===== src/rtl/fpnew_pkg.sv =====
// Shared FP definitions used by the cast result buffer: formats, IEEE status flags, widths.
package fpnew_pkg;

    typedef enum logic [2:0] {
        FP32    = 3'd0,
        FP64    = 3'd1,
        FP16    = 3'd2,
        FP8     = 3'd3,
        FP16ALT = 3'd4
    } fp_format_e;

    typedef struct packed {
        logic nv;
        logic dz;
        logic of;
        logic uf;
        logic nx;
    } status_t;

    function automatic int unsigned fp_width(fp_format_e fmt);
        case (fmt)
            FP32:    return 32;
            FP64:    return 64;
            FP16:    return 16;
            FP8:     return 8;
            FP16ALT: return 16;
            default: return 32;
        endcase
    endfunction

endpackage


===== src/rtl/fpnew_cast_result_buffer.sv =====
// Result FIFO behind the int-to-float cast unit: NaN-boxes results to Flen at write time and,
// with FPNEW_CAST_FFLAGS_ACCUM_EN defined, accumulates sticky IEEE flags on each pop.
module fpnew_cast_result_buffer
    import fpnew_pkg::*;
#(
    parameter fp_format_e  DstFpFormat = FP32,
    parameter int unsigned Flen        = 64,
    parameter int unsigned Depth       = 2,
    parameter type         TagType     = logic,
    localparam int unsigned DST_WIDTH  = fp_width(DstFpFormat)
) (
    input  logic                 clk_i,
    input  logic                 rst_i,
    input  logic                 flush_i,
    input  logic                 in_valid_i,
    output logic                 in_ready_o,
    input  logic [DST_WIDTH-1:0] result_i,
    input  status_t              status_i,
    input  logic                 extension_bit_i,
    input  TagType               tag_i,
    output logic                 out_valid_o,
    input  logic                 out_ready_i,
    output logic [Flen-1:0]      result_o,
    output status_t              status_o,
    output TagType               tag_o,
    input  logic                 fflags_clr_i,
    output status_t              fflags_o,
    output logic                 busy_o
);

    localparam int unsigned CNT_W = $clog2(Depth + 1);
    localparam int unsigned PTR_W = (Depth > 1) ? $clog2(Depth) : 1;
    localparam logic [CNT_W-1:0] FULL    = CNT_W'(Depth);
    localparam logic [PTR_W-1:0] LAST_IX = PTR_W'(Depth - 1);

    typedef struct packed {
        status_t         status;
        TagType          tag;
        logic [Flen-1:0] result;
    } entry_t;

    entry_t           mem [Depth];
    entry_t           head;
    entry_t           last_q;
    entry_t           wr_entry;
    logic [PTR_W-1:0] wr_ptr, rd_ptr;
    logic [CNT_W-1:0] cnt;
    logic [Flen-1:0]  boxed;
    logic             push, pop;

    if (Flen == DST_WIDTH) begin : g_no_box
        logic ext_unused;
        assign ext_unused = extension_bit_i;
        assign boxed      = result_i;
    end else begin : g_box
        assign boxed = {{(Flen - DST_WIDTH){extension_bit_i}}, result_i};
    end

    assign in_ready_o  = (cnt != FULL);
    assign out_valid_o = (cnt != '0);
    assign busy_o      = out_valid_o;
    assign push        = in_valid_i & in_ready_o;
    assign pop         = out_valid_o & out_ready_i;

    assign wr_entry = '{status: status_i, tag: tag_i, result: boxed};
    assign head     = mem[rd_ptr];

    // When empty the outputs keep showing the most recently presented head entry.
    assign result_o = out_valid_o ? head.result : last_q.result;
    assign status_o = out_valid_o ? head.status : last_q.status;
    assign tag_o    = out_valid_o ? head.tag    : last_q.tag;

    always_ff @(posedge clk_i) begin
        if (push && !flush_i) mem[wr_ptr] <= wr_entry;
    end

    always_ff @(posedge clk_i or posedge rst_i) begin
        if (rst_i) begin
            wr_ptr <= '0;
            rd_ptr <= '0;
            cnt    <= '0;
            last_q <= '0;
        end else if (flush_i) begin
            wr_ptr <= '0;
            rd_ptr <= '0;
            cnt    <= '0;
            if (out_valid_o) last_q <= head;
        end else begin
            if (push) wr_ptr <= (wr_ptr == LAST_IX) ? '0 : wr_ptr + 1'b1;
            if (pop) begin
                rd_ptr <= (rd_ptr == LAST_IX) ? '0 : rd_ptr + 1'b1;
                last_q <= head;
            end
            case ({push, pop})
                2'b10:   cnt <= cnt + 1'b1;
                2'b01:   cnt <= cnt - 1'b1;
                default: cnt <= cnt;
            endcase
        end
    end

`ifdef FPNEW_CAST_FFLAGS_ACCUM_EN
    status_t fflags_q;
    logic    pop_acc;

    // A flushed head is discarded, not consumed, so it contributes no flags.
    assign pop_acc = pop & ~flush_i;

    always_ff @(posedge clk_i or posedge rst_i) begin
        if (rst_i)             fflags_q <= '0;
        else if (fflags_clr_i) fflags_q <= pop_acc ? status_o : '0;
        else if (pop_acc)      fflags_q <= fflags_q | status_o;
    end

    assign fflags_o = fflags_q;
`else
    logic fflags_clr_unused;
    assign fflags_clr_unused = fflags_clr_i;
    assign fflags_o          = '0;
`endif

endmodule


===== config.mk =====
export PLATFORM = sky130hd
export DESIGN_NAME = fpnew_cast_result_buffer
export DESIGN_NICKNAME = d
export VERILOG_FILES = /design/src/rtl/fpnew_pkg.sv /design/src/rtl/fpnew_cast_result_buffer.sv
export SDC_FILE = /design/constraint.sdc
export NUM_CORES = 1
export LEC_CHECK = 0
export ABC_AREA = 1
export BUFFER_PORTS_ARGS = -buffer_cell sky130_fd_sc_hd__buf_2
export CAP_MARGIN = 20
export CORE_MARGIN = 2
export CORE_UTILIZATION = 40
export CTS_CLUSTER_DIAMETER = 40
export CTS_CLUSTER_SIZE = 12
export DETAILED_ROUTE_END_ITERATION = 7
export MAX_ROUTING_LAYER = met4
export PLACE_DENSITY_LB_ADDON = 0.2
export SYNTH_ARGS = -nofsm -noshare
export SYNTH_HDL_FRONTEND = slang
export SYNTH_SLANG_ARGS = --single-unit

===== constraint.sdc =====
create_clock -name clk_i -period 3.55 [get_ports clk_i]
set_input_delay 0.355 -clock clk_i [delete_from_list [all_inputs] [get_ports clk_i]]
set_output_delay 0.355 -clock clk_i [all_outputs]
set_load 0.02 [all_outputs]

==> results.md <==
- Status: finished clean
- Ant diodes: 0
- Synthesized cell area: roughly 5400 sq um
- Fin util: 48.6%
- Most numerous cell in the Yosys netlist: nand2_1
- Sequential fraction of the synthesis area: a little over three fifths
- Total GRT Usage: between 10% and 20%
- Cells after DPL: roughly 780
- Crit start category: flip-flop
- Net count, final: about 670
- Predominant post-synthesis flop cell: edfxtp_1
- Port bufs: between 100 and 150
- Die H: roughly 120 um
- DP Worst Slack: 1.32 ns
- # Max-Cap Violations: 0
- First-pass GRT wire length: between 15000 and 20000 um
- Async SR Flop Fraction: 35.5%
- Leading area contributor after synthesis: edfxtp_1
- # fillers: between 1000 and 1500
- Sw Share: between 30% and 40%
- Layout cell share with drive strength beyond 1: about 30%
- Synth Area in XOR/XNOR: less than 1%
- Clk buf depth: 2
- Clk_lat worst skew: ~0.4 ns
- Dpl cell area: a little under 6000 sq um
- Compound-Gate Fraction of Synth Area: slightly above 9%
- Setup TNS: 0 ns
- Period utilization: 74.2%
- Crit path arrival time: between 2 and 2.5 ns
- Post-CTS Hold Fix Bufs: 0
- Worst-path clk slew: about 0.050 ns
- Comb pwr share: between 30% and 40%
- Post-CTS Resized: 0
- Slew margin rel.: a little over two fifths
- Die Area: ~15000 sq um
- Sw Pwr: a little over 2 mW
- Yosys Warn Count: 0
- Clk_skew: around 0.0054 ns
- Share of the synthesized area in the top cell type: a little over two fifths
- Number of global-route vias before repair: 3582
- Initial core utilization: approximately two fifths
- Adder-cell share of the synthesized area: 0%
- Hold/Removal Path Class: in2reg
- Final min period: between 2 and 3 ns
- Post-Layout Cell Count: 810
- Worst setup path category: reg2out
- Die width: around 120 um
- Initial DRC Count: 170
- RSZ-0062 raised after global routing: false
- Top post-synthesis cells by count: 190 x nand2_1, 78 x edfxtp_1, 51 x o21ai_0, 45 x inv_1, 43 x dfrtp_1
- Antenna violations before repair: 0
- Critical path's largest stage delay: about 0.46 ns
- Congestion Overflow GR: 0
- Final setup viols: 0
- Final slew viol count: 0
- Largest family of logic cells by synthesized area: simple AND/OR/NAND/NOR gates
- Hold WS: approximately 0.14 ns
- Core Region: around 13000 sq um
- Post-synthesis simple-gate area fraction: roughly 16%
- Via density: roughly 4.6
- Largest net degree at the start of global routing: 47
- # Post-CTS Setup Buffers: 0
- Slew @ Worst Pin: between 0.8 and 0.9 ns
- Final WS setup: between 0.9 and 1 ns
- Syn Inst Count: 534
- TritonCTS Buffers: 17
- Crit path max-delay cell type: inv_2
- Final instance area: approximately 6400 sq um
- Crit Path Max Fanout: 35
- H-tree depth: 4
- Synth cell types: 25
- Post-synth EDFFs: 78
- CP endpoint kind: primary output
- Io pins: around 120
- CTS tree: built
- Area Overhead vs Synth: 18.5%
- Worst path cell trace: nor2_2 > inv_2 > buf_4 > nand2_1 > o21ai_0 > buf_2
- Synth area leaders: edfxtp_1 43%, dfrtp_1 20%, nand2_1 13%
- Drt drc: 0
- P_int: 3.31 mW
- Leak: around 2.9 nW
- Drt first pass iters: 4
- Clock power frac: 27.3%
- Clock sink count: 121
- DR WL/cell: 13.4 um
- Critical Path RT: between 3 and 4 ns
- DP HPWL: about 6500 um
- Vias after detailed routing: between 3000 and 4000
- Sequential Power Share: 34.6%
- Post-synthesis mux area share: 0%
- # rows: 42
- Final wirelength: 10900 um
- Avg Inst Size Synth: 10.2 sq um
- Root buf cell: clkbuf_16
- Final hold violation count: 0
- Post-route ant nets: 0
- P per Cell Area: approximately 830 nW/um^2
- Power Total: 5.36 mW
- Synth Register Bits: 121
- Fmax: about 380 MHz
- Worst vdd ir: about 0.31 mV
- RePlAce Congestion: roughly 0.71
[registers in the layout (all words and copies together) (netlist names)]
name    count
mem        78
last_q     39
cnt         2
rd_ptr      1
wr_ptr      1
[critical path, delay by kind of cell, from the launching register on]
| kind | cells | cell delay [ns] |
|---|---|---|
| buf+inv | 3 | 1.10 |
| compound gates | 1 | 0.12 |
| flops | 1 | 0.45 |
| simple gates | 2 | 0.19 |
[layer usage]
metal  global-route usage, %  vias to the layer above  routed length (um)
li1                        -                     1856                   -
met1                    19.4                     1750                4770
met2                    26.3                       71                5470
met3                    4.06                       17                 421
met4                    6.83                        0                 199
met5                       -                        -                   0
[logic make-up after synthesis]
logic type,Yosys count
buf+inv,109
flops,121
compound gates,83
other cells,1
simple gates,219
xor+xnor,1
[cell usage in the layout (no fill, tap or decap), types with 2 or more instances in the layout]
cell	synthesis	final
buf_12	0	2
buf_2	8	116
buf_4	38	7
clkbuf_1	9	9
clkbuf_16	0	17
clkbuf_8	0	2
clkinv_2	0	4
conb_1	1	5
dfrtp_1	43	42
edfxtp_1	78	78
inv_1	45	44
inv_2	2	3
nand2_1	190	190
nand2_2	20	20
nor2_1	6	4
nor2_4	0	2
o21ai_0	51	51
o21ai_1	9	9
o21ai_2	20	20
[final timing paths]
path / from / endpoint / slack (ns) / cells after the start
setup reg to reg: cnt[0] / mem[0][31] / 1.61 / 7
max in group asynchronous: rst_i / rd_ptr / 2.53 / 4
hold / removal: result_i[10] / mem[0][10] / 0.14 / 1
hold reg to reg: last_q[0] / last_q[0] / 0.52 / 2
setup / recovery: cnt[0] / result_o[31] / 0.92 / 6
min in group asynchronous: rst_i / last_q[66] / 0.51 / 3
[power groups by stage]
stage	clock, mW	combinational, mW	sequential [mW]
6_report	1.46	2.04	1.85
5_1_grt	1.56	2.26	1.88
4_1_cts	1.50	2.08	1.86
3_5_place_dp	0	2.07	1.88
3_3_place_gp	0	2.03	1.87
2_1_floorplan	0	1.73	1.86
[final cells by class]
cell class,instances,area (sq um),share of cell area (%)
clock buffer,28,487,7.57
clock inverter,4,20.0,0.311
inverter,47,176,2.74
multi-input combinational,308,1420,22.1
sequential,121,3420,53.2
tap,176,220,3.42
timing repair buffer,126,683,10.6
No activity file was read; power rests on OpenSTA's default activity.
